## config.mk

```make
export PLATFORM = sky130hd
export DESIGN_NAME = fifo_uart_tx
export DESIGN_NICKNAME = d
export VERILOG_FILES = /design/src/rtl/fifo_uart_tx.sv
export SDC_FILE = /design/constraint.sdc
export NUM_CORES = 1
export LEC_CHECK = 0
export BUFFER_PORTS_ARGS = -buffer_cell sky130_fd_sc_hd__clkbuf_2
export CAP_MARGIN = 20
export CORE_MARGIN = 2
export CORE_UTILIZATION = 54
export DETAILED_ROUTE_END_ITERATION = 6
export PLACE_DENSITY_LB_ADDON = 0.3
export SKIP_LAST_GASP = 1
export SYNTH_ARGS = -nofsm -noshare
export SYNTH_HDL_FRONTEND = slang
export SYNTH_SLANG_ARGS = --single-unit
```

## constraint.sdc

```tcl
create_clock -name clk -period 3.98 [get_ports clk]
set_input_delay 0.199 -clock clk [delete_from_list [all_inputs] [get_ports clk]]
set_output_delay 0.199 -clock clk [all_outputs]
set_load 0.01 [all_outputs]
```

## src/rtl/fifo_uart_tx.sv

```systemverilog
// UART transmitter that pulls payload words from an upstream registered-read FIFO.
// Define FIFO_UART_TX_PARITY_EN to insert an even-parity bit between data and stop.
//
// state  | meaning
// -------+------------------------------------------------------------
// IDLE   | line high, waiting for fifo_empty=0 to request a pop
// POP    | pop issued, waiting out the FIFO read latency
// LOAD   | capture fifo_rd_data, clear bit and baud counters
// START  | start bit (0) for CLKS_PER_BIT cycles
// DATA   | DATA_WIDTH payload bits, LSB first
// PARITY | even-parity bit (only with FIFO_UART_TX_PARITY_EN)
// STOP   | stop bit (1); tx_done on the final line cycle
module fifo_uart_tx #(
  parameter int DATA_WIDTH   = 8,
  parameter int CLKS_PER_BIT = 16
) (
  input  logic                  clk,
  input  logic                  rst_n,
  input  logic                  fifo_empty,
  output logic                  fifo_rd_en,
  input  logic [DATA_WIDTH-1:0] fifo_rd_data,
  output logic                  tx,
  output logic                  busy,
  output logic                  tx_done
);

  localparam int BAUD_W = (CLKS_PER_BIT > 1) ? $clog2(CLKS_PER_BIT) : 1;
  localparam int BIT_W  = (DATA_WIDTH > 0) ? $clog2(DATA_WIDTH + 1) : 1;
  localparam logic [BAUD_W-1:0] BAUD_LAST = BAUD_W'(CLKS_PER_BIT - 1);
  localparam logic [BIT_W-1:0]  BIT_LAST  = BIT_W'(DATA_WIDTH - 1);

`ifdef FIFO_UART_TX_PARITY_EN
  typedef enum logic [2:0] {
    IDLE   = 3'd0,
    POP    = 3'd1,
    LOAD   = 3'd2,
    START  = 3'd3,
    DATA   = 3'd4,
    PARITY = 3'd5,
    STOP   = 3'd6
  } state_t;
`else
  typedef enum logic [2:0] {
    IDLE  = 3'd0,
    POP   = 3'd1,
    LOAD  = 3'd2,
    START = 3'd3,
    DATA  = 3'd4,
    STOP  = 3'd6
  } state_t;
`endif

  state_t                state;
  state_t                next_state;
  logic [BAUD_W-1:0]     baud_cnt;
  logic [BIT_W-1:0]      bit_cnt;
  logic [DATA_WIDTH-1:0] shift_q;
  logic                  bit_end;
  logic                  rd_en_next;
  logic                  tx_next;
  logic                  busy_next;
  logic                  done_next;
`ifdef FIFO_UART_TX_PARITY_EN
  logic                  parity_q;
`endif

  assign bit_end = (baud_cnt == BAUD_LAST);

  always_ff @(posedge clk or negedge rst_n) begin
    if (!rst_n) begin
      state <= IDLE;
    end else begin
      state <= next_state;
    end
  end

  always_comb begin
    next_state = state;
    rd_en_next = 1'b0;
    tx_next    = 1'b1;
    done_next  = 1'b0;
    case (state)
      IDLE: begin
        if (!fifo_empty) begin
          next_state = POP;
          rd_en_next = 1'b1;
        end
      end
      POP:  next_state = LOAD;
      LOAD: next_state = START;
      START: begin
        tx_next = 1'b0;
        if (bit_end) next_state = DATA;
      end
      DATA: begin
        tx_next = shift_q[0];
        if (bit_end && (bit_cnt == BIT_LAST)) begin
`ifdef FIFO_UART_TX_PARITY_EN
          next_state = PARITY;
`else
          next_state = STOP;
`endif
        end
      end
`ifdef FIFO_UART_TX_PARITY_EN
      PARITY: begin
        tx_next = parity_q;
        if (bit_end) next_state = STOP;
      end
`endif
      STOP: begin
        done_next = bit_end;
        if (bit_end) next_state = IDLE;
      end
      default: next_state = IDLE;
    endcase
    // Outputs are registered, so busy also spans the cycle in which the stop bit leaves the pin.
    busy_next = (state != IDLE) || (next_state != IDLE);
  end

  always_ff @(posedge clk or negedge rst_n) begin
    if (!rst_n) begin
      baud_cnt <= '0;
      bit_cnt  <= '0;
      shift_q  <= '0;
`ifdef FIFO_UART_TX_PARITY_EN
      parity_q <= 1'b0;
`endif
    end else begin
      case (state)
        LOAD: begin
          shift_q  <= fifo_rd_data;
          baud_cnt <= '0;
          bit_cnt  <= '0;
`ifdef FIFO_UART_TX_PARITY_EN
          parity_q <= ^fifo_rd_data;
`endif
        end
        DATA: begin
          if (bit_end) begin
            baud_cnt <= '0;
            bit_cnt  <= bit_cnt + BIT_W'(1);
            shift_q  <= shift_q >> 1;
          end else begin
            baud_cnt <= baud_cnt + BAUD_W'(1);
          end
        end
`ifdef FIFO_UART_TX_PARITY_EN
        START, PARITY, STOP: begin
`else
        START, STOP: begin
`endif
          baud_cnt <= bit_end ? '0 : baud_cnt + BAUD_W'(1);
        end
        default: baud_cnt <= '0;
      endcase
    end
  end

  always_ff @(posedge clk or negedge rst_n) begin
    if (!rst_n) begin
      fifo_rd_en <= 1'b0;
      tx         <= 1'b1;
      busy       <= 1'b0;
      tx_done    <= 1'b0;
    end else begin
      fifo_rd_en <= rd_en_next;
      tx         <= tx_next;
      busy       <= busy_next;
      tx_done    <= done_next;
    end
  end

endmodule

```

### Word-level counts from Yosys, hierarchy flattened

Cells that the tools add are included.

| operators by class | value |
|---|---|
| equal/unequal tests | 8 |
| multiplexer cells | 15 |
| add/sub/neg operators | 2 |
| reductions and logical operators | 8 |

Operators by type and width:

| operator | count |
|---|---|
| 3-bit one-hot mux with 6 select lines | 1 |
| 8-bit one-hot mux with 2 select lines | 1 |
| 3-bit 2-to-1 mux | 4 |
| 4-bit 2-to-1 mux | 3 |
| 4-bit by 1-bit adder with 4-bit output, second input constant | 2 |
| 8-bit 2-to-1 mux | 1 |
| 4-bit one-hot mux with 2 select lines | 1 |
| 3-bit by 2-bit equality test with 1-bit output, second input constant | 2 |
| 3-bit equality test, second input constant | 2 |
| 3-bit nonzero test | 2 |
| 4-bit by 3-bit equality test with 1-bit output, second input constant | 1 |
| 4-bit equality test, second input constant | 1 |
| 3-bit by 1-bit equality test with 1-bit output, second input constant | 1 |
| 3-bit logical NOT | 1 |
| 1-bit 2-to-1 mux | 3 |
| 3-bit OR reduction | 1 |
| 2-bit != test, second input constant | 1 |
| 1-bit one-hot mux with 2 select lines | 1 |
| 2-bit AND reduction | 1 |
| 2-bit nonzero test | 1 |
| 1-bit logical AND | 1 |
| 1-bit logical OR | 1 |

| word-level totals | value |
|---|---|
| flip-flop bits (word level) | 23 |
| output and inout bits | 4 |
| input bits | 11 |
| word-level logic and storage cells | 41 |

### Depth between registers and ports, before layout

Gate-level depths: netlist of run 1.

| logic depth | value |
|---|---|
| depth after elaboration | 6 |
| mapped depth | 5 |
| gate-level depth less buffers | 4 |

### Worst setup path after synthesis of run 1

Ideal clock, no wire load.

| timing | value |
|---|---|
| path type | register -> register |
| start | reg baud_cnt[0] |
| end | reg shift_q[1] |
| buffers on the path | 0 |
| slack | 2,432 ps |
| clock period less this slack | 1,548 ps |
| arrival time | 1,423 ps |
| library setup time | 125 ps |
| stages on the path, launching flop included | 5 |
| required time | 3,855 ps |
| path through | dfrtp_1 ha_1 nand4_2 o22ai_4 mux2_4 |

| on the way | value |
|---|---|
| cells in the longest elaborated chain, start to end | 3 |

RTL lines:

| item | RTL line | RTL |
|---|---|---|
| from (decl) | 55 | `logic [BAUD_W-1:0] baud_cnt;` |
| from (signal assigned) | 145 | `baud_cnt <= baud_cnt + BAUD_W'(1);` |
| from (signal assigned) | 153 | `baud_cnt <= bit_end ? '0 : baud_cnt + BAUD_W'(1);` |
| 4-bit equality test | 67 | `assign bit_end = (baud_cnt == BAUD_LAST);` |
| 2-bit != test (no source line) | n/a |  |
| 2-bit AND reduction (no source line) | n/a |  |
| to (signal assigned) | 132 | `shift_q <= fifo_rd_data;` |
| to (signal assigned) | 143 | `shift_q <= shift_q >> 1;` |
| to (decl) | 57 | `logic [DATA_WIDTH-1:0] shift_q;` |

No other way between the ends.
A chain may end at the register's enable or synchronous reset.

### Worst setup path in the final report of run 1

| timing | value |
|---|---|
| start | reg state[2] |
| end | reg shift_q[4] |

| on the way | value |
|---|---|
| cells in the longest elaborated chain, start to end | 3 |
| elaborated cells between the ends (all ways) | 6 |
| those cells by class | 3 x eq/ne; 1 x mux; 2 x reduce/logical |

RTL lines:

| item | RTL line | RTL |
|---|---|---|
| from (decl) | 53 | `state_t state;` |
| from (signal assigned) | 73 | `state <= next_state;` |
| 3-bit equality test / 3-bit by 2-bit equality test with 1-bit output (equally long branches) | 130 | `case (state)` |
| 2-bit != test (no source line) / 2-bit nonzero test (equally long branches) | n/a |  |
| 2-bit AND reduction (no source line) | n/a |  |

Several ways; a longest one is shown, not always the timed one.

==> results of run 1 <==
[kinds of logic after synthesis]
group / synth area share, %
compound gates: 11.4
xor+xnor: 0.761
fa+ha+maj: 3.04
buf+inv: 4.35
flops: 50.1
mux: 16.4
simple gates: 13.9
[path summary, 6_finish.rpt]
path,endpoint,slack [ns],startpoint
max in group asynchronous,shift_q[4]$_DFFE_PN0P_,3.21,rst_n
worst max register to register,shift_q[4]$_DFFE_PN0P_,2.18,state[2]$_DFF_PN0_
worst min-delay path,fifo_rd_en$_DFF_PN0_,0.06,fifo_empty
worst min register to register,baud_cnt[0]$_DFF_PN0_,0.51,baud_cnt[0]$_DFF_PN0_
min in group asynchronous,bit_cnt[3]$_DFFE_PN0P_,0.39,rst_n
worst max-delay path,shift_q[4]$_DFFE_PN0P_,2.18,state[2]$_DFF_PN0_
[layer usage]
metal	routed length, um	vias up	GRT usage, %
li1	-	374	-
met1	914	368	23.1
met2	910	19	28.3
met3	85	5	3.57
met4	42	0	6.94
met5	0	-	0
[area by class of cell]
| class | instances | area, sq um |
|---|---|---|
| sequential | 23 | 577 |
| fill | 155 | 714 |
| tap | 27 | 33.8 |
| timing repair buffer | 16 | 87.6 |
| multi-input combinational | 61 | 524 |
| clock buffer | 4 | 26.3 |
| inverter | 5 | 18.8 |
[Yosys cell counts (2+ instances only)]
| master | number |
|---|---|
| inv_1 | 5 |
| buf_2 | 4 |
| nand3_1 | 3 |
| nand2_1 | 2 |
| a21oi_1 | 3 |
| a32o_1 | 3 |
| nor3_1 | 3 |
| o21ai_0 | 2 |
| mux2_2 | 7 |
| and3_1 | 2 |
| mux2_4 | 6 |
| nor2_1 | 5 |
| ha_1 | 2 |
| mux2i_1 | 2 |
| nor2b_1 | 2 |
| a311oi_1 | 2 |
| dfrtp_1 | 22 |
[metrics by stage]
stage	power, mW	instances	instance area [sq um]	util, %
floorplan	0.602	94	1150	-
global placement	0.636	131	1230	62.1
detailed placement	0.654	131	1230	62.1
CTS	0.762	136	1270	64.0
global route	0.805	136	1270	64.0
finish	0.754	136	1270	64.0
[registers in the layout, summed over array words and instances (netlist names)]
register and cells:
fifo_rd_en 1, tx_done 1, busy 1, tx 1, baud_cnt 4, shift_q 8, state 3, bit_cnt 4
[power by group]
part,total (mW),leakage (nW),switching [mW],internal [mW]
registers,0.389,0.279,0.0771,0.312
logic,0.258,0.275,0.111,0.148
clock network,0.107,0.0150,0.0677,0.0392
total,0.754,0.569,0.255,0.499
==> results_dict.tcl, run 1 <==
set metrics [dict create \
    finalCritPeriodShare_pct 45.2 \
    final-setup-viol-count 0 \
    yosys.area.top_type_share_pct 47.8 \
    die_area_sq_um 2520 \
    die_x_um 50.2 \
    path_depth 4 \
    gr-total-overflow 0 \
    portBuffers 14 \
    rows 16 \
    ys_types 36 \
    ios 15 \
    drtPass1Iterations 4 \
    path_class "reg -> reg" \
    final_cell_mix "22 x dfrtp_1, 14 x clkbuf_2, 7 x mux2_2" \
    report.final.slew_viol_count 0 \
    p_leak_nw 0.569 \
    cts.sinks 23 \
    place_congestion 0.751 \
    drt_iter0_drc 9 \
    synth_async_sr_flop_share_pct 100 \
    critPathCaptureType "flop" \
    max_stage_delay_ns 0.64 \
    cts.htree.levels 1 \
    clk_pin_slew_worst_paths_ns 0.11 \
    grt_pass1_wl_um 3330 \
    slowest_stage "dfrtp_1" \
    cts-resized-gates 0 \
    ys_warn_count 0 \
    min_path_type "in -> reg" \
    nets 123 \
    slew_headroom_pct 61.9 \
    postCtsHoldBufs 1 \
    ys_seq_elements 23 \
    synth-main-ff-cell "dfrtp_1" \
    maxCapViolations 0 \
    via_per_inst 5.63 \
    reg2reg_depth 4 \
    yosysSeqAreaShare_pct 50.1 \
    avgRoutedWirePerCell_um 14.4 \
    rsz0062_at_grt "no" \
    cp-start-kind "flop" \
    cp_data_arrival_time_ns 2.00 \
    synth.area.top_cells "dfrtp_1 48%, mux2_4 7.8%, mux2_2 6.8%" \
    postCtsSetupBuffers 0 \
    antenna_found_initial 0 \
    worst_pin_slew_ns 0.571 \
    cp_max_fo 13 \
    avgSynthCellArea_sq_um 12.2 \
    root_buffer "clkbuf_4" \
    hold_ws_ns 0.0595 \
    synth_edf_count 0 \
    vdd_drop_max_uv 374 \
    synthCells 94 \
    synthToLayoutAreaGrowth_pct 10.1 \
    layout_commonest_cell "dfrtp_1" \
    track_usage_pct 17.5 \
    yosysTopAreaCell "dfrtp_1" \
    final.setup.tns_ns 0 \
    grt_max_degree 24 \
    cts_max_path_buffers 2 \
    powerDensity_nw_per_um2 595 \
    grt_pass1_vias 741 \
    drive_gt1_share_pct 33.0 \
    dp_hpwl_um 1400 \
    diodes 0 \
    synth_nets 107 \
    cp.required_ns 4.19 \
    pre_cts_slack_ns 2.22 \
    hold_viol 0 \
    synth_area_sq_um 1150 \
    die_h_um 50.2 \
    path_cells "nor3b_1 -> buf_4 -> mux2_2 -> mux2_4" \
    clock.fmax_mhz 556 \
    crit_family "flip-flops" \
    finalWirelength_um 1950 \
    core_area_sq_um 1980 \
    hold_depth 2 \
    numCtsBuffers 3 \
    drc 0 \
    post-route-min-period_ns 1.80 \
    cts_tree "yes" \
    clock_skew_ns 0.00794 \
    via_count 766 \
    setup_ws_ns 2.18 \
    postRouteAntennaNets 0 \
    status "finished clean" \
    clock_latency_ns 0.32 \
    cp_num_buf_inv 1 \
    start_util_pct 58.1 \
]
No activity file was read; power rests on OpenSTA's default activity.
==> run 2, diff against run 1 <==
clock period = 1.8 ns   (was 3.98 ns; I/O delays follow)
==> results_dict.tcl, run 2 (synthesis gave the netlist of run 1 again) <==
set metrics [dict create \
    rsz0062_at_grt "no" \
    powerDensity_nw_per_um2 1320 \
    ios 15 \
    cts.htree.levels 1 \
    layout_commonest_cell "dfrtp_1" \
    path_class "reg -> reg" \
    min_path_type "in -> reg" \
    final.setup.tns_ns 0 \
    avgRoutedWirePerCell_um 14.5 \
    die_x_um 50.2 \
    rows 16 \
    hold_viol 0 \
    via_count 784 \
    finalWirelength_um 2090 \
    gr-total-overflow 0 \
    antenna_found_initial 0 \
    postRouteAntennaNets 0 \
    grt_pass1_wl_um 3530 \
    drt_iter0_drc 7 \
    clock_latency_ns 0.31 \
    clock_skew_ns 0.000905 \
    path_cells "ha_1 -> nand4_2 -> o22ai_4 -> buf_4 -> mux2_4" \
    p_leak_nw 0.613 \
    finalPower_mw 1.78 \
    worst-r2r-setup-slack_ns 0.09 \
    reg.largest.list "shift_q: 8 flops, baud_cnt: 4 flops, bit_cnt: 4 flops" \
    fill_cells 146 \
    cts_max_path_buffers 2 \
    finalCritPeriodShare_pct 94.8 \
    die_area_sq_um 2520 \
    regMostFlops "shift_q" \
    synthToLayoutAreaGrowth_pct 17.0 \
    report.final.slew_viol_count 0 \
    via_per_inst 5.44 \
    critPathCaptureType "flop" \
    cts.sinks 23 \
    drtPass1Iterations 4 \
    cts-resized-gates 0 \
    slowest_stage "dfrtp_1" \
    cp.required_ns 2.01 \
    max_stage_delay_ns 0.41 \
    clock.fmax_mhz 586 \
    vdd_drop_max_uv 681 \
    grt_pass1_vias 805 \
    start_util_pct 58.1 \
    pre_cts_slack_ns 0.0941 \
    setup_ws_ns 0.0928 \
    drc 0 \
    track_usage_pct 19.3 \
    post-route-min-period_ns 1.71 \
    worst_pin_slew_ns 0.557 \
    nets 131 \
    diodes 0 \
    root_buffer "clkbuf_4" \
    seq_area_sq_um 577 \
    multiInputGateArea_sq_um 524 \
    core_area_sq_um 1980 \
    status "finished clean" \
    final-setup-viol-count 0 \
    drive_gt1_share_pct 36.8 \
    cp_data_arrival_time_ns 1.92 \
    final_cell_mix "22 x dfrtp_1, 14 x clkbuf_2, 7 x mux2_2" \
    portBuffers 14 \
    dp_hpwl_um 1420 \
    maxCapViolations 0 \
    numCtsBuffers 3 \
    clk_pin_slew_worst_paths_ns 0.13 \
    place_congestion 0.799 \
    largest_register_ffs 8 \
    cts_tree "yes" \
    grt_max_degree 24 \
    cp-start-kind "flop" \
    cp_max_fo 5 \
    slew_headroom_pct 62.8 \
    die_h_um 50.2 \
]
[run 2: per-stage QoR]
stage / utilization (%) / instance area, sq um / hold slack [ns] / std cells
global placement: 63.6 / 1260 / 0.100 / 135
finish: 67.9 / 1350 / 0.0884 / 144
detailed placement: 63.6 / 1260 / 0.102 / 135
global route: 67.9 / 1350 / 0.111 / 144
floorplan: - / 1150 / -0.206 / 94
CTS: 66.5 / 1320 / 0.0900 / 142
[run 2: routing by layer]
metal  share of wire (%)  global-route usage [%]
met2                  47                    31.8
met3                 4.4                    6.25
met4                0.91                    5.56
met1                  48                    24.2
met5                   0                       0
[run 2: timing repair]
| action | 4_1_cts | 5_1_grt |
|---|---|---|
| endpoints found under the setup margin | 0 | 1 |
| hold buffers | 3 | 0 |
| hold endpoints to repair | 25 | 0 |
| setup buffers | 0 | 2 |
[run 2: worst paths after layout]
| path | start | endpoint | cells after the start |
|---|---|---|---|
| hold reg to reg | baud_cnt[0]$_DFF_PN0_ | baud_cnt[0]$_DFF_PN0_ | 1 |
| min in group asynchronous | rst_n | baud_cnt[2]$_DFF_PN0_ | 2 |
| setup / recovery | baud_cnt[0]$_DFF_PN0_ | shift_q[1]$_DFFE_PN0P_ | 5 |
| max in group asynchronous | rst_n | tx$_DFF_PN1_ | 2 |
| setup reg to reg | baud_cnt[0]$_DFF_PN0_ | shift_q[1]$_DFFE_PN0P_ | 5 |
| hold / removal | fifo_rd_data[0] | shift_q[0]$_DFFE_PN0P_ | 3 |
[run 2: critical path: cells and delay by family, from the launching register on]
| family | cells | cell delay [ns] |
|---|---|---|
| muxes | 1 | 0.29 |
| AOI/OAI and AO/OA | 1 | 0.27 |
| adders and majority gates | 1 | 0.27 |
| buffers and inverters | 1 | 0.17 |
| DFF | 1 | 0.41 |
| and+or+nand+nor | 1 | 0.20 |
[run 2: final cells by class]
type                            instances  area share [%]
Sequential cell                        23            42.8
Multi-Input combinational cell         61            38.9
Timing Repair Buffer                   24            12.3
Tap cell                               27            2.51
Clock buffer                            3            1.67
Inverter                                5            1.39
Clock inverter                          1           0.372
[run 2: power by group]
part           switching (mW)  leakage, nW  internal (mW)
registers               0.133        0.279          0.690
logic                   0.307        0.316          0.410
clock network           0.158       0.0177         0.0831
==> run 3, diff against run 2 <==
CTS_CLUSTER_SIZE = 8   (was unset)
SETUP_SLACK_MARGIN = 0.3   (was unset)
==> results_dict.tcl, run 3 (synthesis gave the netlist of run 1 again) <==
set metrics [dict create \
    place_congestion 0.810 \
    vdd_drop_max_uv 1010 \
    postRouteAntennaNets 0 \
    grt_max_degree 24 \
    cp_common_cell "mux2_4" \
    stdcell_count 150 \
    fill_cells 138 \
    path_class "reg -> reg" \
    report.final.slew_viol_count 0 \
    ios 15 \
    setup_ws_ns 0.292 \
    final-setup-viol-count 0 \
    finalCritPeriodShare_pct 83.8 \
    via_count 849 \
    drc 0 \
    diodes 0 \
    slowest_stage "dfrtp_2" \
    grt_pass1_vias 873 \
    cp.required_ns 2.01 \
    start_util_pct 58.1 \
    hold_viol 0 \
    crit_start "state[0]$_DFF_PN0_" \
    antenna_found_initial 0 \
    placedInstanceArea_sq_um 1270 \
    cp_max_fo 7 \
    cts_tree "yes" \
    drive_gt1_share_pct 44.7 \
    gr-total-overflow 0 \
    min_path_type "in -> reg" \
    cts.sinks 23 \
    clock_skew_ns 0.00205 \
    holdPathEnd "shift_q[7]$_DFFE_PN0P_" \
    rsz0062_at_grt "yes" \
    crit_family "multiplexers" \
    track_usage_pct 21.1 \
    post-route-min-period_ns 1.51 \
    worst-r2r-setup-slack_ns 0.29 \
    worst_pin_slew_ns 0.561 \
    reg2reg_depth 4 \
    hold_depth 3 \
    timing.rr.end "shift_q[5]$_DFFE_PN0P_" \
    dp_hpwl_um 1370 \
    numCtsBuffers 3 \
    root_buffer "clkbuf_4" \
    portBuffers 14 \
    pre_cts_slack_ns 0.161 \
    clk_pin_slew_worst_paths_ns 0.12 \
    clock_latency_ns 0.31 \
    avgRoutedWirePerCell_um 15.2 \
    die_h_um 50.2 \
    drt_iter0_drc 13 \
    cp_num_buf_inv 1 \
    cp_data_arrival_time_ns 1.72 \
    cts.htree.levels 1 \
    layout_commonest_cell "dfrtp_1" \
    rows 16 \
    final_cell_mix "20 x dfrtp_1, 14 x clkbuf_2, 12 x mux2_4" \
    core_area_sq_um 1980 \
    cp-start-kind "flop" \
    grt_pass1_wl_um 3930 \
    cts_max_path_buffers 2 \
    reg2reg_from "state[0]$_DFF_PN0_" \
    final.setup.tns_ns 0 \
    finalWirelength_um 2270 \
    synthToLayoutAreaGrowth_pct 27.1 \
    hold_start "fifo_rd_data[7]" \
    reg.largest.list "shift_q: 8 flops, baud_cnt: 4 flops, bit_cnt: 4 flops" \
    powerDensity_nw_per_um2 1350 \
    slew_headroom_pct 62.6 \
    maxCapViolations 0 \
    multiInputGateArea_sq_um 581 \
    critPathCaptureType "flop" \
    regMostFlops "shift_q" \
    path_cells "nor3b_2 -> buf_6 -> mux2_4 -> mux2_4" \
    via_per_inst 5.66 \
    largest_register_ffs 8 \
    nets 137 \
    die_x_um 50.2 \
    clock.fmax_mhz 663 \
    fin_area_sq_um 1460 \
    max_stage_delay_ns 0.46 \
    drtPass1Iterations 4 \
    status "finished clean" \
    die_area_sq_um 2520 \
    dp.cells 134 \
    p_leak_nw 0.659 \
    seq_area_sq_um 579 \
]
-- run 3: metal layers --
| metal | vias up | part of all wire (%) | GRT usage [%] |
|---|---|---|---|
| li1 | 405 | - | - |
| met4 | 0 | 3.9 | 13.0 |
| met3 | 10 | 3.3 | 3.27 |
| met2 | 23 | 47 | 33.6 |
| met5 | - | 0 | 0 |
| met1 | 411 | 46 | 26.8 |
-- run 3: final cells by class --
| cell class | instances | area share [%] |
|---|---|---|
| well taps | 27 | 2.31 |
| repair buffers | 30 | 15.3 |
| inverters | 5 | 1.28 |
| clock buffers | 4 | 1.80 |
| multi-input cells | 61 | 39.7 |
| flip-flops and latches | 23 | 39.6 |
-- run 3: repair_timing --
action,CTS,global route
hold buffers,2,0
gates resized for setup,4,9
setup buffers,9,1
gates cloned,0,0
endpoints found under the hold margin,24,0
setup endpoints to repair,10,11
pin swaps,1,5
-- run 3: report_power, final --
part | switching (mW) | internal [mW] | total, mW
sequential | 0.139 | 0.693 | 0.833
clock | 0.153 | 0.0866 | 0.240
combinational | 0.370 | 0.527 | 0.898
total | 0.663 | 1.31 | 1.97
-- run 3: worst reg2reg max path, stage by stage (launching register included) --
cell and delay (ns):
dfrtp_2 0.46, nor3b_2 0.21, buf_6 0.17, mux2_4 0.31
mux2_4 0.26
-- run 3: worst max path at each step --
stage	cells past startpoint	end	slack, ns
global placement	4	shift_q[2]$_DFFE_PN0P_	0.18
detailed placement	3	shift_q[6]$_DFFE_PN0P_	0.16
CTS	4	shift_q[6]$_DFFE_PN0P_	0.30
global route	4	shift_q[5]$_DFFE_PN0P_	0.24
floorplan	4	shift_q[1]$_DFFE_PN0P_	0.31
finish	4	shift_q[5]$_DFFE_PN0P_	0.29
-- run 3: stage by stage --
stage	total power [mW]	hold slack (ns)	utilization [%]
2_1_floorplan	1.37	-0.206	-
3_3_place_gp	1.46	0.110	64.3
3_5_place_dp	1.50	0.108	64.3
4_1_cts	1.92	0.0107	71.8
5_1_grt	2.10	0.00117	73.8
6_report	1.97	0.0161	73.8
